===== config.mk =====
export PLATFORM = sky130hd
export DESIGN_NAME = trellis_oser
export DESIGN_NICKNAME = d
export VERILOG_FILES = /design/src/rtl/trellis_io_pkg.sv /design/src/rtl/trellis_oser_shreg.sv /design/src/rtl/trellis_oser.sv
export SDC_FILE = /design/constraint.sdc
export NUM_CORES = 1
export LEC_CHECK = 0
export BUFFER_PORTS_ARGS = -buffer_cell sky130_fd_sc_hd__buf_4
export CAP_MARGIN = 20
export CORE_MARGIN = 10
export CORE_UTILIZATION = 58
export DETAILED_ROUTE_END_ITERATION = 7
export PLACE_DENSITY = 0.81
export RECOVER_POWER = 50
export SYNTH_ARGS = -nofsm -noshare
export SYNTH_HDL_FRONTEND = slang
export SYNTH_SLANG_ARGS = --single-unit

===== constraint.sdc =====
create_clock -name CLK -period 5.9 [get_ports CLK]
set_input_delay 0.59 -clock CLK [delete_from_list [all_inputs] [get_ports CLK]]
set_output_delay 0.59 -clock CLK [all_outputs]
set_load 0.05 [all_outputs]

===== src/rtl/trellis_io_pkg.sv =====
// rtl/trellis_io_pkg.sv - shared FSM encoding and parameter limits for trellis pad serializers
package trellis_io_pkg;

  // FSM state encoding
  localparam logic [1:0] ST_IDLE    = 2'd0;
  localparam logic [1:0] ST_ENABLE  = 2'd1;
  localparam logic [1:0] ST_SHIFT   = 2'd2;
  localparam logic [1:0] ST_RELEASE = 2'd3;

  // Legal parameter ranges
  localparam int WIDTH_MIN = 2;
  localparam int WIDTH_MAX = 32;
  localparam int TA_MIN    = 0;
  localparam int TA_MAX    = 7;

  // One counter serves both bit index (< 32) and turnaround (< 7)
  localparam int CNT_W = 5;

endpackage


===== src/rtl/trellis_oser_shreg.sv =====
// rtl/trellis_oser_shreg.sv - load/shift register presenting the next serial bit
module trellis_oser_shreg #(
  parameter int WIDTH     = 8,
  parameter bit MSB_FIRST = 1'b0
) (
  input  logic             clk,
  input  logic             rst,
  input  logic             load,
  input  logic             shift,
  input  logic [WIDTH-1:0] din,
  output logic             next_bit
);

  logic [WIDTH-1:0] sr_q;
  logic [WIDTH-1:0] sr_d;

  // Next register contents; the head of that value is the bit the parent registers onto I
  always_comb begin
    sr_d = sr_q;
    if (load) begin
      sr_d = din;
    end else if (shift) begin
      if (MSB_FIRST) begin
        sr_d = {sr_q[WIDTH-2:0], 1'b0};
      end else begin
        sr_d = {1'b0, sr_q[WIDTH-1:1]};
      end
    end
    next_bit = MSB_FIRST ? sr_d[WIDTH-1] : sr_d[0];
  end

  // Register update with synchronous clear
  always_ff @(posedge clk) begin
    if (rst) begin
      sr_q <= '0;
    end else begin
      sr_q <= sr_d;
    end
  end

endmodule


===== src/rtl/trellis_oser.sv =====
// rtl/trellis_oser.sv - parallel-to-serial pad driver with tristate turnaround
module trellis_oser
  import trellis_io_pkg::*;
#(
  parameter int WIDTH     = 8,
  parameter int TA        = 1,
  parameter bit MSB_FIRST = 1'b0
) (
  input  logic             CLK,
  input  logic             LSR,
  input  logic [WIDTH-1:0] D,
  input  logic             DVALID,
  output logic             DREADY,
  output logic             I,
  output logic             T,
  output logic             BUSY,
  output logic             DONE
);

  if (WIDTH < WIDTH_MIN || WIDTH > WIDTH_MAX) begin : g_bad_width
    $error("trellis_oser: WIDTH out of range 2..32");
  end
  if (TA < TA_MIN || TA > TA_MAX) begin : g_bad_ta
    $error("trellis_oser: TA out of range 0..7");
  end

  localparam logic [CNT_W-1:0] LAST_BIT = CNT_W'(WIDTH - 1);
  localparam logic [CNT_W-1:0] LAST_TA  = CNT_W'(TA - 1);

  logic [1:0]       state_q;
  logic [1:0]       state_d;
  logic [CNT_W-1:0] cnt_q;
  logic [CNT_W-1:0] cnt_d;
  logic             accept;
  logic             last_bit;
  logic             ta_done;
  logic             load;
  logic             shift;
  logic             next_bit;

  // Next-state, counter and shift-register control; DREADY is already a flop so accept has no input-to-output path
  always_comb begin
    accept   = DVALID & DREADY;
    last_bit = (state_q == ST_SHIFT) && (cnt_q == LAST_BIT);
    ta_done  = (cnt_q == LAST_TA);
    state_d  = state_q;
    cnt_d    = cnt_q;
    load     = 1'b0;
    shift    = 1'b0;
    case (state_q)
      ST_IDLE: begin
        if (accept) begin
          load    = 1'b1;
          cnt_d   = '0;
          state_d = (TA == 0) ? ST_SHIFT : ST_ENABLE;
        end
      end
      ST_ENABLE: begin
        if (ta_done) begin
          state_d = ST_SHIFT;
          cnt_d   = '0;
        end else begin
          cnt_d = cnt_q + CNT_W'(1);
        end
      end
      ST_SHIFT: begin
        if (last_bit) begin
          cnt_d = '0;
          if (accept) begin
            load = 1'b1;
          end else begin
            state_d = (TA == 0) ? ST_IDLE : ST_RELEASE;
          end
        end else begin
          shift = 1'b1;
          cnt_d = cnt_q + CNT_W'(1);
        end
      end
      ST_RELEASE: begin
        if (ta_done) begin
          state_d = ST_IDLE;
          cnt_d   = '0;
        end else begin
          cnt_d = cnt_q + CNT_W'(1);
        end
      end
      default: begin
        state_d = ST_IDLE;
        cnt_d   = '0;
      end
    endcase
  end

  trellis_oser_shreg #(
    .WIDTH     (WIDTH),
    .MSB_FIRST (MSB_FIRST)
  ) u_shreg (
    .clk      (CLK),
    .rst      (LSR),
    .load     (load),
    .shift    (shift),
    .din      (D),
    .next_bit (next_bit)
  );

  // State, counter and pad/handshake outputs, all registered from the next state
  always_ff @(posedge CLK) begin
    if (LSR) begin
      state_q <= ST_IDLE;
      cnt_q   <= '0;
      T       <= 1'b1;
      I       <= 1'b0;
      DREADY  <= 1'b0;
      BUSY    <= 1'b0;
      DONE    <= 1'b0;
    end else begin
      state_q <= state_d;
      cnt_q   <= cnt_d;
      T       <= (state_d == ST_IDLE) || (state_d == ST_RELEASE);
      I       <= (state_d == ST_SHIFT) && next_bit;
      DREADY  <= (state_d == ST_IDLE) || ((state_d == ST_SHIFT) && (cnt_d == LAST_BIT));
      BUSY    <= (state_d != ST_IDLE);
      DONE    <= last_bit;
    end
  end

endmodule


# After elaboration in Yosys (flattened, before gate mapping)
# Cells that the tools add are included.
[op_classes]
reduce_logical = 11
n_bitwise = 1
eq_ne = 7
muxes = 17
n_addsub = 1
[ops]
columns = ["op", "count"]
rows = [
  ["2-to-1 mux 8 bit", 2],
  ["2-to-1 mux 5 bit", 3],
  ["one-hot mux 5 bit (3 select lines)", 1],
  ["equality test 5 x 3 -> 1 bit, second input constant", 2],
  ["2-to-1 mux 2 bit", 5],
  ["equality test 2 bit, second input constant", 4],
  ["one-hot mux 2 bit (4 select lines)", 1],
  ["adder 5 x 1 -> 5 bit, second input constant", 1],
  ["logical NOT 5 bit", 1],
  ["logical NOT 2 bit", 2],
  ["2-to-1 mux 1 bit", 4],
  ["nonzero test 2 bit", 2],
  ["logical AND 1 bit", 3],
  ["equality test 2 x 1 -> 1 bit, second input constant", 1],
  ["logical OR 1 bit", 2],
  ["one-hot mux 1 bit (2 select lines)", 1],
  ["OR reduction 2 bit", 1],
  ["bitwise AND 1 bit", 1],
]
[totals]
reg_bits = 20
out_inout_bits = 5
in_bits = 11

# Logic depth before layout (Yosys ltp)
[depth]
depth_word = 7
depth_mapped = 9
depth_no_buf = 9

# By module
# Synthesis repeated with hierarchy kept, for this count alone.
[hier_totals]
cells_unflattened = 103
hier_area_um2 = 997.2
[by_module_without_submodules]
columns = ["mod", "cells_per_inst", "seq_area_each_um2", "instances", "area_per_inst_um2"]
rows = [
  ["trellis_oser", 66, 240.2, 1, 624.3],
  ["trellis_oser_shreg", 37, 160.2, 1, 372.9],
]

# Least setup slack after synthesis
# Ideal clock, no wire load.
[synth_path]
kind = "register to register"
start = "register DREADY"
end = "register DREADY"
setup_slack_ps = 3657
t_arrival_ps = 2155
setup_time_ps = 88
path_stages_with_launch = 7
n_path_buf = 0
synth_period_minus_slack_ps = 2243
path_cell_list = "dfxtp_1 -> nand2_1 -> and3_2 -> o31ai_1 -> ha_1 -> nand4b_1 -> o32ai_2"
[synth_between]
elab_chain_len = 7
word_cells_on_any_way = 12
cone_classes = "eq/ne: 2; mux: 6; bitwise: 1; reduce/logical: 3"
[synth_rtl]
columns = ["element", "line_no", "text"]
rows = [
  ["from (decl)", "trellis_oser.sv:13", "output logic DREADY,"],
  ["from (signal assigned)", "trellis_oser.sv:121", "DREADY <= (state_d == ST_IDLE) || ((state_d == ST_SHIFT) && (cnt_d == LAST_BIT));"],
  ["bitwise AND 1 bit (*)", "trellis_oser.sv:43", "accept = DVALID & DREADY;"],
  ["2-to-1 mux 2 bit", "trellis_oser.sv:69", "if (accept) begin"],
  ["2-to-1 mux 2 bit", "trellis_oser.sv:67", "if (last_bit) begin"],
  ["one-hot mux 2 bit (4 select lines)", "trellis_oser.sv:50", "case (state_q)"],
  ["equality test 2 bit", "trellis_oser.sv:121", ""],
  ["logical AND 1 bit", "trellis_oser.sv:121", ""],
  ["logical OR 1 bit (*)", "trellis_oser.sv:121", ""],
]
# Every way passes the cells marked *; elsewhere a longest branch is shown, timed or not.
# A chain may end at the register's enable or synchronous reset.

# Worst setup path in the final report
[layout_path]
start = "register cnt_q[0]"
end = "register DREADY"
[layout_between]
elab_chain_len = 7
word_cells_on_any_way = 17
cone_classes = "add/sub: 1; eq/ne: 3; mux: 8; reduce/logical: 5"
[layout_rtl]
columns = ["element", "line_no", "text"]
rows = [
  ["from (decl)", "trellis_oser.sv:32", "logic [CNT_W-1:0] cnt_q;"],
  ["from (signal assigned)", "trellis_oser.sv:118", "cnt_q <= cnt_d;"],
  ["parallel branches: the longest is 6 deep, another holds adder 5 x 1 -> 5 bit", "--", ""],
  ["logical OR 1 bit (*)", "trellis_oser.sv:121", ""],
]
# Every way passes the cells marked *.

==> key figures <==
Outcome
  – Status: complete, no violations

Clocking
  – Worst-Skew Late Latency: ~0.30 ns
  – CTS tree: done
  – Hold_buf cts: 0
  – Post-CTS setup buffers: 0
  – H-tree depth: 1
  – Reg clk slew, reported paths: roughly 0.10 ns
  – Clock tree root driver cell: clkbuf_4
  – CTS buffer count: 3
  – Post-CTS Resized: 0
  – Clock Path Buffers: 2
  – Clk sinks: 20

Floorplan
  – Die height: 62.4 µm
  – Die ar.: roughly 3900 µm²
  – Initial Util: just over 60%
  – Core area: 1710 µm²
  – Die Width: roughly 62 µm
  – Row count: 15
  – # IOs: 16

Pwr
  – Internal: ~260 µW
  – Clock Power Share: around 18%
  – Sequential power share: a little over two fifths
  – Comb pwr share: 38.5%
  – NetSw: between 150 and 200 µW
  – Pleak: roughly 0.00047 µW
  – Switching part of the total power: slightly below 40%
  – Worst IR drop on VDD: ~260 µV
  – Pwr Density: roughly 370 nW/µm²

Yosys
  – Seq/Total Area, Yosys: between 30% and 40%
  – Mapped cell area: 1040 µm²
  – Most used flip-flop cell after synthesis: dfxtp_1
  – Post-synth EDFFs: 0
  – Ys Warns: 0
  – Cells after synthesis: 111
  – Syn Nets: between 100 and 150
  – Mapped Avg Cell Area: 9.39 µm²
  – Synth Register Bits: 20
  – Distinct cells, synth: 42
  – Async SR Flop Fraction: 0%

Place
  – DP HPWL: 1700 µm
  – Port bufs: 15
  – GPL Wtd Cong: 0.785

Finish
  – Nets: 141
  – Layout cells sized above 1: a little over a fifth
  – Ant. Diodes: 0
  – Filler Cell Count: around 150
  – Area of the multi-input gates: between 500 and 600 µm²
  – Area growth syn-to-layout: 10.9%
  – Register Area: around 400 µm²

Worst setup path
  – Largest delay share family, worst path: compound AO/OA/AOI/OAI gates
  – Reg-to-reg startpoint: cnt_q[0]$_SDFF_PP0_
  – CP Capture Type: flip-flop
  – Most used cell along the critical path: ha_1
  – R2R cell count: 7
  – Slowest-stage cell, CP: o31ai_1
  – Worst EP required: between 6 and 7 ns
  – Critical Path AT: around 2.4 ns
  – Crit Path Category: reg2reg
  – CP peak stage delay: roughly 0.43 ns
  – CP Cell Sequence: ha_1 -> and4bb_1 -> and3_2 -> o31ai_1 -> ha_1 -> nand4b_1 -> o32ai_2
  – Buf/Inv on CP: 0
  – Crit start category: flip-flop
  – Worst R2R End: DREADY$_SDFF_PP0_
  – Highest net fanout along the worst path: 6
  – Reg-to-reg setup timing slack: 3.67 ns
  – Stages on worst setup path: 7

Timing
  – Pins Over Slew Limit: 0
  – Setup TNS Final: 0 ns
  – Slew HR: between 40% and 50%
  – Final hold violation count: 0
  – RSZ-0062 raised after global routing: false
  – Peak Freq: about 450 MHz
  – Fin crit share: 37.7%
  – Hold_ws: ~0.48 ns
  – Least-Margin Pin Slew: approximately 0.8 ns
  – Clk_skew: a little under 0.001 ns
  – Fin crit period: 2.23 ns
  – Final setup viols: 0

Global routing
  – M2 GR Usage: between 10% and 20%
  – Vias in the first global route: about 860
  – GR Overflow Total: 0
  – Largest net degree at the start of global routing: 18
  – Met1 usage: between 10 and 15%
  – Top Usage Layer GRT: met2
  – Antenna violations before repair: 0
  – Total GRT Usage: between 10% and 20%
  – First-pass GRT wire length: 3890 µm
  – GR Layer Usage met3: between 3 and 4%

Worst hold path
  – Hold depth: 2
  – Hold WC Path Type: reg2reg
  – Hold path start: u_shreg.sr_q[7]$_SDFFE_PP0P_
  – Hold Crit Endpoint: u_shreg.sr_q[7]$_SDFFE_PP0P_

Routing
  – Post-Route WL: 2240 µm
  – Pre-Repair DR Iteration Count: 4
  – Average wire per standard cell: approximately 15 µm
  – Via count: between 800 and 900
  – 1st-iter DRT viols: 19
  – # DRC: 0
  – Vias/cell: approximately 5.7
  – DRT antenna net count: 0

Job
  – Max Cap Violations: 0
Yosys cell counts (all sizes together), types with 2 or more instances:
master  number  area (µm²)
nor3b        2        20.0
nand3        2        10.0
ha           4        50.1
inv          7        26.3
xnor2        3        26.3
nor3         7        35.0
clkbuf       2        7.51
nor2        22        82.6
nand2b       4        32.5
a22o         2        17.5
dfxtp       20         400
o21ai        2        21.3
o221a        6        67.6
buf          3        31.3
and3         2        13.8
a21oi        3        26.3
nand2        2        7.51
metal layers:
layer / vias to the layer above / share of wire (%)
met3: 7 / 4.2
met2: 25 / 48
met1: 402 / 45
met5: - / 0
li1: 427 / -
met4: 0 / 2.5
final cells by class:
type,instances,area share (%)
sequential,20,34.6
tap,25,2.71
clock buffer,4,3.14
multi-input combinational,78,48.8
inverter,8,2.60
timing repair buffer,15,8.12
logic make-up (layout without fill, tap and decap cells):
logic type / count (synthesis) / after routing / synth area share (%)
fa+ha+maj: 4 / 4 / 4.80
xor+xnor: 4 / 4 / 3.36
compound gates: 23 / 23 / 21.9
flops: 20 / 20 / 38.4
simple gates: 47 / 47 / 25.0
buf+inv: 13 / 27 / 6.60
state kept, by name (all words and copies together), names as in the netlist:
signal        count
T                 1
state_q           2
cnt_q             5
I                 1
DREADY            1
BUSY              1
u_shreg.sr_q      8
DONE              1
per-stage QoR:
step                      instances  power [µW]  worst slack [ns]  util (%)  area (µm²)
after floorplan                 111         324              3.66         -        1040
after global placement          146         361              3.72      67.2        1150
after detailed placement        146         366              3.64      67.2        1150
after CTS                       150         444              3.73      69.3        1180
after global routing            150         462              3.56      67.7        1160
final                           150         432              3.67      67.7        1160
power groups by stage:
stage | logic (µW) | clock network [µW] | registers (µW)
after detailed placement | 173 | 0 | 192
after floorplan | 114 | 0 | 210
after CTS | 175 | 80.1 | 189
after global placement | 170 | 0 | 191
after global routing | 184 | 85.8 | 193
final | 166 | 77.2 | 188
worst max-delay path by stage:
| stage | startpoint | end |
|---|---|---|
| after global routing | cnt_q[0]$_SDFF_PP0_ | DREADY$_SDFF_PP0_ |
| final | cnt_q[0]$_SDFF_PP0_ | DREADY$_SDFF_PP0_ |
| after floorplan | DREADY$_SDFF_PP0_ | DREADY$_SDFF_PP0_ |
| after global placement | DVALID | DREADY$_SDFF_PP0_ |
| after CTS | cnt_q[0]$_SDFF_PP0_ | DREADY$_SDFF_PP0_ |
| after detailed placement | DVALID | DREADY$_SDFF_PP0_ |
layout by cell type, fill, tap and decap left out, types with 2 or more instances in the layout:
cell,n
nor2_1,22
dfxtp_1,20
buf_4,10
inv_1,7
nor3_1,7
o221a_2,6
clkbuf_1,5
ha_1,4
xnor2_1,3
nand2b_1,3
clkbuf_4,3
nand2_1,2
nand3_1,2
a22o_1,2
a21oi_1,2
worst register-to-register path, cell delays in order (launching register included):
cell and delay (ns):
dfxtp_1 0.36, ha_1 0.26, and4bb_1 0.27, and3_2 0.21, o31ai_1 0.43, ha_1 0.26
nand4b_1 0.11, o32ai_2 0.25
Note: power is estimated with default switching activity, not from simulation.
